==> config.mk <==
export PLATFORM = sky130hd
export DESIGN_NAME = vga_timing_generator
export DESIGN_NICKNAME = d
export VERILOG_FILES = /design/src/rtl/vga_timing_generator.sv
export SDC_FILE = /design/constraint.sdc
export NUM_CORES = 1
export LEC_CHECK = 0
export ABC_CLOCK_PERIOD_IN_PS = 9900
export BUFFER_PORTS_ARGS = -buffer_cell sky130_fd_sc_hd__buf_4
export CAP_MARGIN = 15
export CORE_ASPECT_RATIO = 0.7
export CORE_MARGIN = 4
export CORE_UTILIZATION = 62
export DETAILED_ROUTE_END_ITERATION = 8
export PLACE_DENSITY_LB_ADDON = 0.15
export SYNTH_ARGS = -nofsm -noshare
export SYNTH_HDL_FRONTEND = slang
export SYNTH_SLANG_ARGS = --single-unit
==> constraint.sdc <==
create_clock -name clk_i -period 9.9 [get_ports clk_i]
set_clock_uncertainty 0.1 [all_clocks]
set_input_delay 0.99 -clock clk_i [delete_from_list [all_inputs] [get_ports clk_i]]
set_output_delay 0.99 -clock clk_i [all_outputs]
set_load 0.02 [all_outputs]
==> src/rtl/vga_timing_generator.sv <==
// 640x480@60 raster timing: registered syncs, active-video qualifier, pixel coordinates,
// line/frame strobes and a completed-frame counter, advanced once per pixel tick.
//   state     | meaning (per axis)
//   ST_ACTIVE | count inside visible region
//   ST_FRONT  | front porch
//   ST_SYNC   | sync pulse asserted
//   ST_BACK   | back porch, leaves on count wrap to 0
module vga_timing_generator #(
  parameter int   CLK_DIV  = 1,
  parameter int   H_ACTIVE = 640,
  parameter int   H_FRONT  = 16,
  parameter int   H_SYNC   = 96,
  parameter int   H_BACK   = 48,
  parameter int   V_ACTIVE = 480,
  parameter int   V_FRONT  = 10,
  parameter int   V_SYNC   = 2,
  parameter int   V_BACK   = 33,
  parameter logic SYNC_POL = 1'b0
) (
  input  logic        clk_i,
  input  logic        rst_i,
  output logic        hsync_o,
  output logic        vsync_o,
  output logic        display_active_o,
  output logic [8:0]  row_o,
  output logic [9:0]  column_o,
  output logic        line_start_o,
  output logic        frame_start_o,
  output logic [15:0] frame_count_o
);

  localparam int H_TOTAL = H_ACTIVE + H_FRONT + H_SYNC + H_BACK;
  localparam int V_TOTAL = V_ACTIVE + V_FRONT + V_SYNC + V_BACK;
  localparam int DIV_W   = (CLK_DIV > 1) ? $clog2(CLK_DIV) : 1;

  localparam logic [DIV_W-1:0] DIV_LAST = DIV_W'(CLK_DIV - 1);
  localparam logic [9:0] H_LAST    = 10'(H_TOTAL - 1);
  localparam logic [9:0] H_B_FRONT = 10'(H_ACTIVE);
  localparam logic [9:0] H_B_SYNC  = 10'(H_ACTIVE + H_FRONT);
  localparam logic [9:0] H_B_BACK  = 10'(H_ACTIVE + H_FRONT + H_SYNC);
  localparam logic [9:0] V_LAST    = 10'(V_TOTAL - 1);
  localparam logic [9:0] V_B_FRONT = 10'(V_ACTIVE);
  localparam logic [9:0] V_B_SYNC  = 10'(V_ACTIVE + V_FRONT);
  localparam logic [9:0] V_B_BACK  = 10'(V_ACTIVE + V_FRONT + V_SYNC);

  typedef enum logic [1:0] {ST_ACTIVE, ST_FRONT, ST_SYNC, ST_BACK} axis_state_e;

  function automatic axis_state_e axis_next(axis_state_e cur, logic [9:0] cnt,
                                            logic [9:0] b_front, logic [9:0] b_sync,
                                            logic [9:0] b_back);
    axis_state_e nxt;
    nxt = cur;
    case (cur)
      ST_ACTIVE: if (cnt == b_front) nxt = ST_FRONT;
      ST_FRONT:  if (cnt == b_sync)  nxt = ST_SYNC;
      ST_SYNC:   if (cnt == b_back)  nxt = ST_BACK;
      ST_BACK:   if (cnt == '0)      nxt = ST_ACTIVE;
    endcase
    return nxt;
  endfunction

  logic [DIV_W-1:0] div_q, div_d;
  logic [9:0]       h_cnt_q, h_cnt_d, v_cnt_q, v_cnt_d;
  axis_state_e      h_st_q, h_st_d, v_st_q, v_st_d;
  logic             hsync_q, hsync_d, vsync_q, vsync_d, de_q, de_d;
  logic [8:0]       row_q, row_d;
  logic [9:0]       col_q, col_d;
  logic             ls_q, ls_d, fs_q, fs_d;
  logic [15:0]      fc_q, fc_d;
  logic             first_q, first_d;
  logic             tick, h_wrap, v_wrap;

  assign tick   = (div_q == DIV_LAST);
  assign h_wrap = (h_cnt_q == H_LAST);
  assign v_wrap = (v_cnt_q == V_LAST);

  always_comb begin
    div_d   = tick ? '0 : div_q + 1'b1;
    h_cnt_d = h_cnt_q;
    v_cnt_d = v_cnt_q;
    h_st_d  = h_st_q;
    v_st_d  = v_st_q;
    hsync_d = hsync_q;
    vsync_d = vsync_q;
    de_d    = de_q;
    row_d   = row_q;
    col_d   = col_q;
    ls_d    = 1'b0;
    fs_d    = 1'b0;
    fc_d    = fc_q;
    first_d = first_q;
    if (tick) begin
      h_cnt_d = h_wrap ? '0 : h_cnt_q + 10'd1;
      if (h_wrap) v_cnt_d = v_wrap ? '0 : v_cnt_q + 10'd1;
      h_st_d  = axis_next(h_st_q, h_cnt_d, H_B_FRONT, H_B_SYNC, H_B_BACK);
      v_st_d  = axis_next(v_st_q, v_cnt_d, V_B_FRONT, V_B_SYNC, V_B_BACK);
      hsync_d = (h_st_d == ST_SYNC) ? SYNC_POL : ~SYNC_POL;
      vsync_d = (v_st_d == ST_SYNC) ? SYNC_POL : ~SYNC_POL;
      de_d    = (h_st_d == ST_ACTIVE) && (v_st_d == ST_ACTIVE);
      col_d   = de_d ? h_cnt_d : '0;
      row_d   = de_d ? v_cnt_d[8:0] : '0;
      ls_d    = (h_cnt_d == '0);
      fs_d    = ls_d && (v_cnt_d == '0);
      // the wrap out of the reset position is not a completed frame
      if (h_wrap && v_wrap) begin
        if (!first_q) fc_d = fc_q + 16'd1;
        first_d = 1'b0;
      end
    end
  end

  always_ff @(posedge clk_i or posedge rst_i) begin
    if (rst_i) begin
      div_q   <= DIV_LAST;
      h_cnt_q <= H_LAST;
      v_cnt_q <= V_LAST;
      h_st_q  <= ST_BACK;
      v_st_q  <= ST_BACK;
      hsync_q <= ~SYNC_POL;
      vsync_q <= ~SYNC_POL;
      de_q    <= 1'b0;
      row_q   <= '0;
      col_q   <= '0;
      ls_q    <= 1'b0;
      fs_q    <= 1'b0;
      fc_q    <= '0;
      first_q <= 1'b1;
    end else begin
      div_q   <= div_d;
      h_cnt_q <= h_cnt_d;
      v_cnt_q <= v_cnt_d;
      h_st_q  <= h_st_d;
      v_st_q  <= v_st_d;
      hsync_q <= hsync_d;
      vsync_q <= vsync_d;
      de_q    <= de_d;
      row_q   <= row_d;
      col_q   <= col_d;
      ls_q    <= ls_d;
      fs_q    <= fs_d;
      fc_q    <= fc_d;
      first_q <= first_d;
    end
  end

  assign hsync_o          = hsync_q;
  assign vsync_o          = vsync_q;
  assign display_active_o = de_q;
  assign row_o            = row_q;
  assign column_o         = col_q;
  assign line_start_o     = ls_q;
  assign frame_start_o    = fs_q;
  assign frame_count_o    = fc_q;

endmodule
### After elaboration in Yosys (flattened, before gate mapping)

Cells that the tools add are included.
W data, S select, Z words.

| storage, ports and cells | value |
|---|---|
| bits in registers | 66 |
| latch bits | 0 |
| memory bits (writable) | 0 |
| ROM bits | 0 |
| output and inout bits | 40 |
| memories | 0 |

| cells by class | value |
|---|---|
| add/sub/neg operators | 4 |
| multipliers | 0 |
| divide/modulo/power cells | 0 |
| magnitude comparators | 0 |
| equality and inequality tests | 16 |
| shifts and indexed selects | 0 |
| muxes and demuxes | 23 |
| bitwise gates (word level) | 2 |
| reductions and logical operators | 11 |

Operators with widths:

| cell | number |
|---|---|
| $eq A10 B10 Y1 const B | 5 |
| $mux W10 | 5 |
| $eq A10 B9 Y1 const B | 3 |
| $add A10 B1 Y10 const B | 2 |
| $logic_not A10 Y1 | 2 |
| $mux W2 | 10 |
| $add A16 B1 Y16 const B | 1 |
| $pmux W2 S4 | 2 |
| $eq A2 B2 Y1 const B | 6 |
| $mux W9 | 1 |
| $logic_not A2 Y1 | 4 |
| $mux W1 | 5 |
| $eq A2 B1 Y1 const B | 2 |
| $logic_and A1 B1 Y1 | 3 |
| $reduce_and A3 Y1 | 1 |
| $not A1 Y1 | 2 |
| $reduce_and A2 Y1 | 1 |
| $add A1 B1 Y1 const B | 1 |

### Depth between registers and ports, before layout

| logic depth | value |
|---|---|
| depth after elaboration | 11 |
| mapped depth | 11 |

### Worst setup path after synthesis

Ideal clock, no wire load.

| timing path | value |
|---|---|
| path kind | register to register |
| start | register h_cnt_q[0] |
| end | register col_q[2] (netlist: column_o[2]) |
| setup time | 0.080 ns |
| arrival time | 2.944 ns |
| data required time | 9.720 ns |
| slack | 6.776 ns |
| stages on the path, launching flop included | 11 |
| path buffers | 1 |
| clock period less this slack | 3.124 ns |
| cell sequence | dfstp_2 -> ha_1 -> nand4_1 -> or4_1 -> nor2_1 -> xnor2_1 -> inv_1 -> nor4_1 -> a21oi_2 -> buf_6 -> nor3_2 |

| between the ends | value |
|---|---|
| cells in the longest elaborated chain, start to end | 10 |

RTL lines:

| element | RTL line | RTL |
|---|---|---|
| start: declaration | 63 | `logic [9:0] h_cnt_q, h_cnt_d, v_cnt_q, v_cnt_d;` |
| start signal: assignment | 130 | `h_cnt_q <= h_cnt_d;` |
| branches (longest 9 deep; another with $add A10 B1 Y10) | n/a |  |
| $mux W10 (*) | 100 | `col_d = de_d ? h_cnt_d : '0;` |
| end signal: assignment | 138 | `col_q <= col_d;` |
| end: declaration | 67 | `logic [9:0] col_q, col_d;` |

Every way passes the cells marked *. The select of a mux whose other input is x is not followed.
A chain may end at the register's enable or synchronous reset.

### Worst setup path after layout

| timing path | value |
|---|---|
| start | register h_cnt_q[0] |
| end | register col_q[5] (netlist: column_o[5]) |

The elaborated chain is that of the path after synthesis.

==> summary.txt <==
Run status
  • Status: complete, no violations

Die
  • DIE HEIGHT: 69.4 um
  • Die X: 95.7 um
  • Die area: 6640 um2
  • Area of the core: 5230 um2
  • Std cell rows: 22
  • Ports: 42
  • Initial Util: 0.639

GRT
  • Vias in the first global route: 2389
  • First-pass GRT wire length: 12.0 mm
  • Largest net degree at the start of global routing: 66
  • Initial antenna violation count: 0
  • GRT Overall Usage: 0.233
  • GRT overflow: 0

Worst setup path
  • Required time worst endpoint: 9.97 ns
  • Max stage delay cell, worst path: nor3_4
  • WP data arrival: 3.89 ns
  • WS Path Type: register to register
  • Worst r2r path cells: 8
  • Worst path buffer plus inverter count: 0
  • Startpoint Class: register
  • Crit. End Element: register
  • Critical path cell sequence: ha_1, nand4_1, nor4_1, xor2_1, nor2b_1, nand4_1, nor3_4, nor4b_1
  • FF-to-FF End: column_o[5]
  • CP peak stage delay: 0.73 ns
  • Family with the most delay on the worst path: simple AND/OR/NAND/NOR gates
  • Cell mode on critical path: nand4_1
  • Reg2Reg Setup Slack: 6.07 ns
  • Reg2reg start: h_cnt_q[0]
  • Worst Path Max Fanout: 14

Place
  • Final HPWL DP: 4.89 mm
  • IO Port Bufs: 41
  • Dpl cell area: 3680 um2
  • Placer Congestion: 0.902
  • Worst setup slack after placement: 6.17 ns

Final layout
  • Share of cells above drive strength 1: 0.276
  • Fill cells: 376
  • Commonest non-fill, non-tap cell in the layout: dfrtp_1
  • Post-layout instance area: 3880 um2
  • Storage cell area: 1650 um2
  • Final Util: 0.743
  • Nets: 371
  • Diode count: 0
  • Area of the multi-input gates: 1560 um2
  • Area growth syn-to-layout: 16.3%
  • Commonest non-fill, non-tap cells in the layout: 48 x dfrtp_1, 43 x buf_4, 33 x nand2_1, 22 x nor2_1, 18 x o21ai_0

Clocking
  • # Post-CTS Setup Buffers: 0
  • Inserted Clock Buffers: 9
  • CTS Sinks: 65
  • CTS tree: done
  • Htree depth: 3
  • Clock Pin Slew Worst Setup and Hold Paths: 0.07 ns
  • Worst skew pair latency: 0.34 ns
  • CTS Buffer Depth: 2
  • # hold bufs at CTS: 0
  • # resized after CTS: 0
  • Root Driver: clkbuf_8

Timing
  • Endpoints failing setup: 0
  • Rel. slew slack: 0.210
  • Final Hold Viols: 0
  • Final Max Slew Viols: 0
  • Period utilisation layout: 0.387
  • RSZ-0062 raised after global routing: false
  • Worst Max-Slew Pin Slew: 1.18 ns
  • Fmax achieved: 0.261 GHz
  • Final worst path period need: 3.83 ns
  • Setup TNS after final layout: 0 ns
  • Hold WS: 0.373 ns
  • Setup slack after layout: 6.07 ns

Drt
  • TritonRoute pass-1 iters: 5
  • Drt drc: 0
  • Post-route ant nets: 0
  • Post-DR wirelength/cell: 16.2 um
  • Drt first-iter violations: 219
  • Via density: 5.89
  • Final wirelength: 7.17 mm
  • Vias: 2605

Worst hold path
  • Cells on Worst Hold Path: 1
  • Hold crit path type: register to register
  • Min-delay src: frame_count_o[15]
  • Hold Path End: frame_count_o[15]

Power
  • PD cells: 129 nW/um2
  • Static Leak: 1.73 nW
  • Worst VDD drop: 0.000101 V

Synth
  • Register area share after synthesis: 0.493
  • Cells after Synth: 327
  • Top cell type's share of synthesized area: 0.360
  • Post-synthesis cell area: 3340 um2
  • Yosys top cell by area: dfrtp_1
  • #FFs+latches synth: 65
  • Warnings, synthesis: 0
  • Most area-consuming cells after synthesis: dfrtp_1 36%, dfstp_2 13%, xnor2_1 4.2%
  • Top_reg_cell synth: dfrtp_1
  • Syn nets: 333
  • Distinct cells, synth: 59
  • Syn Area/Cell: 10.2 um2
  • Post-synth EDFFs: 0
  • Post-synth ARST share: 1.00

Job
  • Max-cap viol count: 0
-- worst max-delay path by stage --
stage,start,end,slack [ns],depth (start not counted)
3_5_place_dp,h_cnt_q[0],column_o[5],6.17,9
4_1_cts,h_cnt_q[0],column_o[3],6.12,9
2_1_floorplan,h_cnt_q[0],column_o[2],6.78,10
5_1_grt,h_cnt_q[0],column_o[3],5.83,9
3_3_place_gp,h_cnt_q[0],column_o[1],6.28,9
6_report,h_cnt_q[0],column_o[5],6.07,8
-- final cells by class --
type	instances	share of cell area
clock inverters	4	0.0135
inverters	16	0.0155
multi-input cells	230	0.400
repair buffers	43	0.0831
well taps	72	0.0232
flip-flops and latches	65	0.424
clock buffers	12	0.0399
-- cells in the mapped netlist, drive strengths merged (5+ instances only) --
cell and number:
clkbuf 11, nor3 16, buf 5, o21ai 18
nand3 11, nor2 22, dfrtp 48, a21oi 9
xor2 9, nand2 33, inv 16, nand4 11
dfstp 17, xnor2 16, nor4 10, nor4b 5
-- worst reg2reg max path: cells and delay by family, from the launching register on --
family                   cells  cell delay [ns]
XOR/XNOR                     1             0.57
adder cells (fa/ha/maj)      1             0.25
flip-flops                   1             0.55
AND/OR/NAND/NOR              6             2.20
-- sequential cells by signal, indices dropped and copies added, names as in the netlist --
signal	flops
line_start_o	1
row_o	9
v_cnt_q	10
h_st_q	2
frame_start_o	1
frame_count_o	16
display_active_o	1
hsync_o	1
vsync_o	1
v_st_q	2
h_cnt_q	10
first_q	1
column_o	10
-- report_power, final --
group          internal, mW  total [mW]  switching (mW)
Clock                 0.130       0.231           0.101
Sequential            0.266       0.266               0
Combinational      0.000542     0.00527         0.00473
-- per-stage QoR --
step / std cells / total power [mW]
floorplan: 327 / 0.274
finish: 442 / 0.503
detailed placement: 426 / 0.276
global route: 442 / 0.519
global placement: 426 / 0.276
CTS: 442 / 0.507
-- layer usage --
layer / wire length [um] / GRT usage
met5: 0 / 0
met2: 2940 / 0.290
met1: 3590 / 0.385
met4: 46 / 0.0631
met3: 590 / 0.0683
-- cells by family (layout without fill, tap and decap cells) --
kind of cell,count (synthesis),after routing,synth area share
AOI/OAI and AO/OA,55,55,0.111
xor gates and xnor gates,25,25,0.0656
adders and majority gates,4,4,0.0150
buffers and inverters,32,75,0.0408
DFF,65,65,0.493
muxes,6,6,0.0202
and+or+nand+nor,140,140,0.254
Power figures use the tool's default switching activity.
